**src/rtl/seg7_capture.sv**
```systemverilog
// Capture side of a multiplexed active-low 7-segment bus: waits for each digit's
// pattern to settle, decodes it back to a hex nibble and presents NDIG-digit frames.
module seg7_capture #(
  parameter int NDIG          = 4,
  parameter int STABLE_CYCLES = 8
) (
  input  logic                clk,
  input  logic                reset,
  input  logic [6:0]          segs,
  input  logic [NDIG-1:0]     an,
  output logic [4*NDIG-1:0]   value,
  output logic                valid,
  input  logic                ready,
  output logic [NDIG-1:0]     err,
  output logic                overrun
);

  typedef enum logic {
    EMPTY,
    FULL
  } out_state_e;

  localparam int SW = 7 + NDIG;
  localparam logic [7:0] ACCEPT_CNT = 8'(STABLE_CYCLES - 1);

  // Returns {undecodable, nibble}; segment order is gfedcba.
  function automatic logic [4:0] seg_decode(input logic [6:0] p);
    logic [4:0] r;
    case (p)
      7'b1000000: r = 5'h00;
      7'b1111001: r = 5'h01;
      7'b0100100: r = 5'h02;
      7'b0110000: r = 5'h03;
      7'b0011001: r = 5'h04;
      7'b0010010: r = 5'h05;
      7'b0000010: r = 5'h06;
      7'b1111000: r = 5'h07;
      7'b0000000: r = 5'h08;
      7'b0010000: r = 5'h09;
      7'b0001000: r = 5'h0A;
      7'b0000011: r = 5'h0B;
      7'b1000110: r = 5'h0C;
      7'b0100001: r = 5'h0D;
      7'b0000110: r = 5'h0E;
      7'b0001110: r = 5'h0F;
      default:    r = 5'h10;
    endcase
    return r;
  endfunction

  logic [SW-1:0]     s_cur_q, s_cur_d;
  logic [SW-1:0]     s_prev_q, s_prev_d;
  logic [7:0]        cnt_q, cnt_d;
  logic [NDIG-1:0]   mask_q, mask_d;
  logic [NDIG-1:0]   err_stage_q, err_stage_d;
  logic [4*NDIG-1:0] nib_stage_q, nib_stage_d;
  logic [4*NDIG-1:0] value_q, value_d;
  logic [NDIG-1:0]   err_q, err_d;
  logic              overrun_q, overrun_d;
  out_state_e        state_q, state_d;

  logic [NDIG-1:0]   sel;
  logic              one_sel;
  logic              accept;
  logic              transfer;
  logic [4:0]        dec;

  // Sampling and stability counting
  always_comb begin
    s_cur_d  = {segs, an};
    s_prev_d = s_cur_q;
    cnt_d    = '0;
    if (s_cur_q == s_prev_q) begin
      cnt_d = (cnt_q == 8'hFF) ? cnt_q : cnt_q + 8'd1;
    end
  end

  // The event keys on the value cnt is about to take, so staging is written on
  // the same edge at which cnt reaches STABLE_CYCLES-1; saturation keeps it one-shot.
  always_comb begin
    sel      = ~s_cur_q[NDIG-1:0];
    one_sel  = (sel != '0) && ((sel & (sel - NDIG'(1))) == '0);
    accept   = (cnt_d == ACCEPT_CNT) && one_sel;
    transfer = &mask_q;
    dec      = seg_decode(s_cur_q[SW-1:NDIG]);
  end

  // Frame staging; an accept in the transfer cycle starts the next frame
  always_comb begin
    mask_d      = transfer ? '0 : mask_q;
    err_stage_d = transfer ? '0 : err_stage_q;
    nib_stage_d = nib_stage_q;
    if (accept) begin
      for (int unsigned i = 0; i < NDIG; i++) begin
        if (sel[i]) begin
          mask_d[i]           = 1'b1;
          err_stage_d[i]      = dec[4];
          nib_stage_d[4*i+:4] = dec[3:0];
        end
      end
    end
  end

  // Output handshake FSM
  always_comb begin
    state_d   = state_q;
    value_d   = value_q;
    err_d     = err_q;
    overrun_d = overrun_q;
    if (transfer) begin
      value_d = nib_stage_q;
      err_d   = err_stage_q;
    end
    case (state_q)
      EMPTY: begin
        if (transfer) state_d = FULL;
      end
      FULL: begin
        if (transfer) begin
          if (!ready) overrun_d = 1'b1;
        end else if (ready) begin
          state_d = EMPTY;
        end
      end
      default: state_d = EMPTY;
    endcase
  end

  always_ff @(posedge clk or negedge reset) begin
    if (!reset) begin
      s_cur_q     <= '0;
      s_prev_q    <= '0;
      cnt_q       <= '0;
      mask_q      <= '0;
      err_stage_q <= '0;
      nib_stage_q <= '0;
      value_q     <= '0;
      err_q       <= '0;
      overrun_q   <= 1'b0;
      state_q     <= EMPTY;
    end else begin
      s_cur_q     <= s_cur_d;
      s_prev_q    <= s_prev_d;
      cnt_q       <= cnt_d;
      mask_q      <= mask_d;
      err_stage_q <= err_stage_d;
      nib_stage_q <= nib_stage_d;
      value_q     <= value_d;
      err_q       <= err_d;
      overrun_q   <= overrun_d;
      state_q     <= state_d;
    end
  end

  assign value   = value_q;
  assign err     = err_q;
  assign overrun = overrun_q;
  assign valid   = (state_q == FULL);

endmodule

```
**config.mk**
```make
export PLATFORM = sky130hd
export DESIGN_NAME = seg7_capture
export DESIGN_NICKNAME = d
export VERILOG_FILES = /design/src/rtl/seg7_capture.sv
export SDC_FILE = /design/constraint.sdc
export NUM_CORES = 1
export LEC_CHECK = 0
export ABC_CLOCK_PERIOD_IN_PS = 2050
export CELL_PAD_IN_SITES_DETAIL_PLACEMENT = 0
export CELL_PAD_IN_SITES_GLOBAL_PLACEMENT = 1
export CORE_MARGIN = 2
export CORE_UTILIZATION = 40
export CTS_BUF_LIST = sky130_fd_sc_hd__clkbuf_4 sky130_fd_sc_hd__clkbuf_8 sky130_fd_sc_hd__clkbuf_16
export DETAILED_ROUTE_END_ITERATION = 10
export PLACE_DENSITY = 0.8
export SYNTH_ARGS = -nofsm -noshare
export SYNTH_HDL_FRONTEND = slang
export SYNTH_SLANG_ARGS = --single-unit
```
**constraint.sdc**
```tcl
create_clock -name clk -period 2.05 [get_ports clk]
set_input_delay 0.41 -clock clk [delete_from_list [all_inputs] [get_ports clk]]
set_output_delay 0.41 -clock clk [all_outputs]
set_load 0.05 [all_outputs]
```
==> results.txt <==
Setup ws final: -0.0611 ns
Root Driver: clkbuf_8
Leakage power: 2.02 nW
Outcome: finished, violations left
Vias in the first global route: 2352
Critical-path maximum fanout: 6
First-pass GRT wire length: 11400 um
Congestion Overflow GR: 0
Area growth from synthesis to layout: 33.4%
Ys Warns: 0
Core Area: 8220 um2
Crit path kind: register to register
Fraction of layout cells with a size suffix above 1: 37.5%
Row Count: 33
ANT cells: 0
Rel. slew slack: 51.7%
Routability cong.: 0.782
Synthesis-stage register bit count: 76
RSZ-0062 raised after global routing: true
Clk_skew: 0.00951 ns
CTS Buf Count: 9
Critical path endpoint category: register
Pre-Repair DR Iteration Count: 4
CTS tree: yes
RR Endpoint: nib_stage_q[1]
DP HPWL: 4510 um
Largest net degree at the start of global routing: 38
Tmin final: 2.11 ns
Input/output buffers: 35
Wirelength, routed: 6780 um
Post-Layout Inst Area: 4510 um2
Yosys top cell by area: dfrtp_1
Initial Utilization: 41.1%
Final #Nets: 354
Period utilization: 103%
Placed cell area: 4100 um2
R2R setup slack: -0.06 ns
Top cell type's share of synthesized area: 56.3%
RR Startpoint: cnt_q[1]
Critical path required time: 2.28 ns
PwrDens: 606 nW/um2
Mean Syn Cell Area: 12.9 um2
Slew Viols, Final: 0
Hold WS: 0.0211 ns
Dominant synthesized flop cell: dfrtp_1
Die area: 9200 um2
CTS clock-pin slew for the worst setup and hold paths: 0.08 ns
Ys async rst share: 100%
Synth Cell Area: 3380 um2
Pre-CTS WS: -0.0920 ns
Most frequent cell after synthesis: dfrtp_1
Worst Hold Class: input port to asynchronous set/reset pin
Clk buf depth: 2
Post-DRT Antenna Nets: 0
Overall die width: 95.9 um
Clock sinks: 76
R2R depth: 8
Worst-Margin Slew: 0.718 ns
Commonest cells post-synth: 76 x dfrtp_1, 24 x mux2_2, 13 x nand2_1
Drc violations: 0
Antenna violations before repair: 0
Hold-fix buffers at CTS: 0
Total track usage: 16.4%
First-iteration detailed-routing DRC count: 72
Maxcap violations: 0
Post-synthesis instance total: 262
CTS H-tree depth: 3
IR drop worst, VDD: 0.000769 V
I/O pin count: 36
Fillcell total: 687
Fmax: 474 MHz
Syn Nets: 277
Final setup fails: 16
Worst Path Arrival: 2.34 ns
Synth area leaders: dfrtp_1 56%, mux2_2 8.0%, xor2_1 2.9%, mux2_1 2.7%, nor4_4 2.5%
Clock Latency Late Sink: 0.35 ns
Synth cell types: 53
Failing checks: setup timing
Startpoint types: register
Via density: 5.15
Number of synthesized flops with an enable pin: 0
Final hold violation count: 0
Chip height: 95.9 um
Post-synthesis sequential area ratio: 56.3%
WL per Instance: 15.1 um
Via count: 2312
-- how the worst max path moves through the flow --
stage	start	slack, ns	end	cells after the start
after floorplan	cnt_q[1]	-0.1	nib_stage_q[5]	7
after global placement	s_cur_q[7]	-0.06	nib_stage_q[11]	6
after detailed placement	s_cur_q[0]	-0.09	nib_stage_q[8]	6
after CTS	cnt_q[0]	-0.08	nib_stage_q[14]	7
after global routing	cnt_q[1]	-0.13	nib_stage_q[1]	8
final	cnt_q[1]	-0.06	nib_stage_q[1]	8
-- sequential cells by signal, summed over array words and instances, names as in the netlist --
name	count
cnt_q	8
err	4
err_stage_q	4
mask_q	4
nib_stage_q	16
overrun	1
s_cur_q	11
s_prev_q	11
valid	1
value	16
-- cell usage in the layout, fill, tap and decap left out, types with 4 or more instances in the layout --
cell type	instances
xor2_1	11
nand2b_1	6
nor2_1	9
clkdlybuf4s50_1	34
buf_4	35
nor3_1	8
mux2_2	20
clkbuf_8	9
nand3_1	5
xnor2_1	4
nand2_1	13
nor4_4	4
inv_1	5
mux2i_1	5
buf_6	10
o21ai_0	7
nand3b_1	4
mux2_4	16
dfrtp_1	73
-- power by group --
| group | internal [mW] | total (mW) | leakage (nW) | switching (mW) |
|---|---|---|---|---|
| sequential | 1.52 | 1.53 | 1.01 | 0.0125 |
| combinational | 0.0746 | 0.167 | 0.927 | 0.0928 |
| clock | 0.471 | 1.03 | 0.0903 | 0.561 |
-- routing by layer --
metal / global-route usage (%) / part of all wire (%) / up-vias
met5: 0 / 0 / -
met4: 4.40 / 1.3 / 0
met3: 5.48 / 3.6 / 10
met2: 25.9 / 49 / 36
met1: 21.7 / 46 / 1176
li1: - / - / 1090
-- worst max-delay path, cell delays in order (launching register included) --
cell,delay [ns]
dfrtp_1,0.42
ha_4,0.19
nand2b_4,0.15
mux2i_4,0.16
a32oi_4,0.18
buf_6,0.16
nor4_4,0.26
buf_6,0.17
mux2_4,0.30
-- what timing repair did --
item / 4_1_cts / 5_1_grt
pin swaps: 11 / 10
buffers inserted: 9 / 3
setup endpoints to repair: 19 / 22
resized for setup: 26 / 7
-- stage by stage --
| stage | util, % | TNS, ns | std cells | power (mW) |
|---|---|---|---|---|
| 2_1_floorplan | - | -1.10 | 262 | 1.63 |
| 3_3_place_gp | 49.9 | -0.605 | 421 | 1.72 |
| 3_5_place_dp | 49.9 | -1.19 | 421 | 1.73 |
| 4_1_cts | 54.2 | -0.728 | 446 | 2.77 |
| 5_1_grt | 54.9 | -2.12 | 449 | 2.85 |
| 6_report | 54.9 | -0.553 | 449 | 2.73 |
-- cell families after synthesis --
logic type / synth area share [%]
multiplexers: 14.2
XOR/XNOR: 4.15
adder cells (fa/ha/maj): 0.370
flip-flops: 56.3
AO/OA/AOI/OAI: 6.74
AND/OR/NAND/NOR: 15.4
buffers and inverters: 2.81
-- cell type report --
cell class                      instances  area [um2]  share of cell area (%)
Clock buffer                           11         139                    3.08
Clock inverter                          5        38.8                   0.861
Inverter                                5        18.8                   0.416
Multi-Input combinational cell        166        1520                    33.7
Sequential cell                        76        1910                    42.3
Tap cell                              105         131                    2.92
Timing Repair Buffer                   81         756                    16.8
(Power assumes the default switching activity.)
